**config.mk**
```make
export PLATFORM = sky130hd
export DESIGN_NAME = wb_decoder
export DESIGN_NICKNAME = d
export VERILOG_FILES = /design/src/rtl/wb_decoder.sv
export SDC_FILE = /design/constraint.sdc
export NUM_CORES = 1
export LEC_CHECK = 0
export CORE_MARGIN = 1
export CORE_UTILIZATION = 20
export CTS_CLUSTER_DIAMETER = 30
export DETAILED_ROUTE_END_ITERATION = 8
export PLACE_DENSITY = 0.83
export REMOVE_ABC_BUFFERS = 1
export SLEW_MARGIN = 20
export SYNTH_ARGS = -nofsm -noshare
export SYNTH_HDL_FRONTEND = slang
export SYNTH_SLANG_ARGS = --single-unit
```
**constraint.sdc**
```tcl
create_clock -name clk_i -period 2.1 [get_ports clk_i]
set_input_delay 0.525 -clock clk_i [delete_from_list [all_inputs] [get_ports clk_i]]
set_output_delay 0.525 -clock clk_i [all_outputs]
set_load 0.02 [all_outputs]
```
**src/rtl/wb_decoder.sv**
```systemverilog
// Wishbone classic single-master to multi-slave decoder with locked per-cycle routing.
// Optional stall timeout is enabled by defining WB_DECODER_TIMEOUT_EN.
module wb_decoder #(
    parameter int SLAVE_COUNT    = 2,
    parameter int SEL_WIDTH      = $clog2(SLAVE_COUNT),
    parameter int ADDR_WIDTH     = 24,
    parameter int DATA_WIDTH     = 8,
    parameter int TIMEOUT_CYCLES = 255
) (
    input  logic                              clk_i,
    input  logic                              rst_i,
    input  logic                              wb_cyc_i,
    input  logic                              wb_stb_i,
    input  logic [ADDR_WIDTH-1:0]             wb_adr_i,
    output logic                              wb_ack_o,
    output logic                              wb_err_o,
    output logic [DATA_WIDTH-1:0]             wb_dat_o,
    output logic [SLAVE_COUNT-1:0]            s_cyc_o,
    output logic [SLAVE_COUNT-1:0]            s_stb_o,
    input  logic [SLAVE_COUNT-1:0]            s_ack_i,
    input  logic [SLAVE_COUNT-1:0]            s_err_i,
    input  logic [SLAVE_COUNT*DATA_WIDTH-1:0] s_dat_i
);

    typedef enum logic [1:0] {IDLE, ROUTE, ERROR} state_e;

    localparam logic [SEL_WIDTH:0] SLAVE_COUNT_W = (SEL_WIDTH+1)'(SLAVE_COUNT);

    state_e               state_q;
    logic [SEL_WIDTH-1:0] sel_q;
    logic [SEL_WIDTH-1:0] idx;
    logic                 mapped;
    logic                 sel_ack;
    logic                 sel_err;
    logic                 tmo_expire;

    assign idx    = wb_adr_i[ADDR_WIDTH-1 -: SEL_WIDTH];
    assign mapped = ({1'b0, idx} < SLAVE_COUNT_W);

    // Only the index bits are decoded; the slaves see the full address elsewhere.
    logic unused_adr;
    assign unused_adr = ^wb_adr_i[ADDR_WIDTH-SEL_WIDTH-1:0];

    always_comb begin
        s_cyc_o  = '0;
        s_stb_o  = '0;
        wb_ack_o = 1'b0;
        wb_err_o = 1'b0;
        wb_dat_o = '0;
        sel_ack  = 1'b0;
        sel_err  = 1'b0;
        for (int k = 0; k < SLAVE_COUNT; k++) begin
            if (sel_q == SEL_WIDTH'(k)) begin
                sel_ack = s_ack_i[k];
                sel_err = s_err_i[k];
            end
        end
        case (state_q)
            ROUTE: begin
                // s_cyc_o follows wb_cyc_i directly so a dropped cycle releases the slave at once.
                for (int k = 0; k < SLAVE_COUNT; k++) begin
                    if (sel_q == SEL_WIDTH'(k)) begin
                        s_cyc_o[k] = wb_cyc_i;
                        s_stb_o[k] = wb_stb_i;
                        wb_dat_o   = s_dat_i[k*DATA_WIDTH +: DATA_WIDTH];
                    end
                end
                wb_ack_o = sel_ack;
                wb_err_o = sel_err;
            end
            ERROR:   wb_err_o = wb_cyc_i & wb_stb_i;
            default: ;
        endcase
    end

`ifdef WB_DECODER_TIMEOUT_EN
    localparam int CNT_W = $clog2(TIMEOUT_CYCLES+1);

    logic [CNT_W-1:0] tmo_q;
    logic             stall;

    assign stall      = wb_stb_i & ~sel_ack & ~sel_err;
    assign tmo_expire = (state_q == ROUTE) && stall && (tmo_q == CNT_W'(TIMEOUT_CYCLES-1));
`else
    localparam int unused_timeout = TIMEOUT_CYCLES;
    assign tmo_expire = 1'b0;
`endif

    always_ff @(posedge clk_i or posedge rst_i) begin
        if (rst_i) begin
            state_q <= IDLE;
            sel_q   <= '0;
`ifdef WB_DECODER_TIMEOUT_EN
            tmo_q   <= '0;
`endif
        end else begin
            case (state_q)
                IDLE: begin
                    if (wb_cyc_i && wb_stb_i) begin
                        if (mapped) begin
                            sel_q   <= idx;
                            state_q <= ROUTE;
                        end else begin
                            state_q <= ERROR;
                        end
                    end
                end
                ROUTE: begin
                    if (!wb_cyc_i)       state_q <= IDLE;
                    else if (tmo_expire) state_q <= ERROR;
                end
                ERROR: begin
                    if (!wb_cyc_i) state_q <= IDLE;
                end
                default: state_q <= IDLE;
            endcase
`ifdef WB_DECODER_TIMEOUT_EN
            // Count consecutive stalled strobe cycles; any response, idle strobe or exit restarts it.
            if (state_q == ROUTE && wb_cyc_i && stall && !tmo_expire)
                tmo_q <= tmo_q + 1'b1;
            else
                tmo_q <= '0;
`endif
        end
    end

endmodule
```
==> impl_metrics.toml <==
[status]
status = "complete, no violations"

[sta]
post-route-period-util_pct = 97.7
drv_slew = 0
setup_viol = 0
fmax_ghz = 0.487
clock_skew_ns = 0.00153
rsz0062_at_grt = "no"
max_slew_margin_pct = 75.2
worst_slew_pin_slew_ns = 0.372
hold_viol_final = 0
fin_crit_ns = 2.05

[global_routing]
grt-ovfl-total = 0
grt_max_degree = 17
grt_pass1_vias = 394
grt.total_usage_pct = 12.0
grt_antenna_before_repair = 0
grt_pass1_wl_mm = 1.57

[power_and_ir_drop]
p_seq_share_pct = 15.8
internal_power_uw = 220
power.total_uw = 323
irDropWorstVdd_v = 0.000222
swShare_pct = 31.7
clkPwrFrac_pct = 26.0
powerDensity_mw_per_mm2 = 450
combPwrFrac_pct = 58.2
p_leak_uw = 0.000370
p_switching_uw = 102

[route]
routedWlPerCell_um = 10.4
drt_iter0_drc = 0
vias_per_cell = 4.38
drt_first_pass_iters = 1
finalWirelength_um = 925
ant_nets = 0
drc = 0
vias = 390

[place]
dpl.cell_count = 86
place_congestion = 0.648
io_buffers = 38
post_dp_cell_area_sq_um = 716
dp_hpwl_um = 733

[finish]
diodes = 0
finalNonFillerCells = 89
area_growth_pct = 127
fin_area_sq_um = 718
final_core_util_pct = 51.9
drive_gt1_share_pct = 16.2
num-fill-cells = 143
finalNetCount = 124

[worst_setup_path]
cp-start-kind = "input port"
arrival_ns = 1.53
critPathRequiredTime_ns = 1.57
critPathLaunch = "wb_stb_i"
endpoint_kind = "primary output"
r2r_cells = 2
crit_path_end = "s_stb_o[1]"
r2r-end = "sel_q$_DFFE_PP0P_"
r2r-start = "state_q[0]$_DFFE_PP0P_"
crit_fanout = 3
path_class = "in2out"
r2r_slack_ns = 0.94

[clocking]
cts_root_buf = "clkbuf_4"
cts_made_buffers = 3
hold_buffers = 0
clk_latency_ns = 0.22
cts_buffer_depth = 2
clock-sinks = 2
clk_pin_slew_ns = 0.03
htree_levels = 1
postCtsSetupRepairBufs = 0
tritoncts = "built"

[floorplan]
dieArea_sq_mm = 0.00175
die_h_um = 41.8
ioPinCount = 62
rows = 13
die_w_um = 41.8
core-area_sq_mm = 0.00138
start_util_pct = 22.9

[logic_synthesis]
ys_ff_latch = 2
synth.distinct_cells = 12
async_reset_ff_share_pct = 100
synth_flop_cell = "dfrtp_1"
synth_area_leaders = "mux2i_1, nor2b_1, dfrtp_1"
synth_common_cells = "mux2i_1, nor2b_1, and3_2, and3b_2, dfrtp_1"
synth_top_cell_by_area = "mux2i_1"
yosysWarnings = 0
synth_edf_count = 0
yosysSeqAreaShare_pct = 15.8
syn-instance-count = 33
syn_area_per_cell_sq_um = 9.59
synth_area_sq_um = 317
synth.top_cell.area_share_pct = 31.6

[flow_run]
cap_violations = 0

[worst_hold_path]
hp-class = "in2async"
[logic make-up after synthesis]
logic type / count (synthesis) / synth area share (%)
buf+inv: 4 / 12.3
compound gates: 1 / 2.37
mux: 11 / 36.4
flops: 2 / 15.8
simple gates: 15 / 33.2
[worst min-delay path by stage]
stage	cells past startpoint	start	slack, ns	endpoint
6_report	2	rst_i	0.46	state_q[0]$_DFFE_PP0P_
3_3_place_gp	2	rst_i	0.69	sel_q$_DFFE_PP0P_
2_1_floorplan	1	rst_i	0.27	sel_q$_DFFE_PP0P_
3_5_place_dp	2	rst_i	0.69	sel_q$_DFFE_PP0P_
5_1_grt	2	rst_i	0.46	state_q[0]$_DFFE_PP0P_
4_1_cts	2	rst_i	0.45	state_q[0]$_DFFE_PP0P_
[through the flow]
step | setup slack, ns | TNS (ns) | hold WS [ns]
after floorplan | 0.477 | 0 | 0.266
after global placement | -0.220 | -2.56 | 0.687
after detailed placement | -0.230 | -2.75 | 0.692
after CTS | 0.0371 | 0 | 0.454
after global routing | 0.00531 | 0 | 0.458
final | 0.0482 | 0 | 0.460
[layout by cell type, fill, tap and decap left out, drive strengths merged]
master	netlist	layout
nand3b	1	1
and3	2	2
mux2i	10	10
clkdlybuf4s15	0	1
inv	1	1
o21a	1	1
clkbuf	1	4
buf	2	3
dfrtp	2	2
mux2	1	1
clkdlybuf4s50	0	24
and3b	2	2
nor2b	10	10
dlygate4sd2	0	12
[critical path: stages]
cell             delay, ns
clkdlybuf4s50_1       0.49
and3_2                0.18
dlygate4sd2_1         0.33
[state kept, by name (all words and copies together) (netlist names)]
name and count:
state_q 1, sel_q 1
[repair_timing]
item | in CTS | in global routing
resized for setup | 14 | 3
endpoints found under the hold margin | 0 | 0
setup endpoints to repair | 14 | 2
[power groups by stage]
stage	Sequential, uW	Combinational [uW]	Clock (uW)
after global placement	51.5	202	0
final	51.0	188	83.8
after detailed placement	51.7	205	0
after floorplan	62.9	80.6	0
after global routing	52.3	202	93.2
after CTS	51.4	190	89.6
[cell type report]
type                            instances  area, sq um  share of cell area, %
Sequential cell                         2         50.0                   6.97
Timing Repair Buffer                   41          395                   55.1
Multi-Input combinational cell         27          228                   31.7
Clock buffer                            3         22.5                   3.14
Tap cell                               15         18.8                   2.61
Inverter                                1         3.75                  0.523
[per-layer routing]
| layer | vias to the layer above | GRT usage [%] | share of wire, % |
|---|---|---|---|
| met5 | - | 0 | 0 |
| met4 | 0 | 9.68 | 0 |
| met3 | 0 | 5.65 | 14 |
| met2 | 30 | 19.1 | 48 |
| met1 | 164 | 11.9 | 38 |
| li1 | 196 | - | - |
Power figures use the tool's default switching activity.
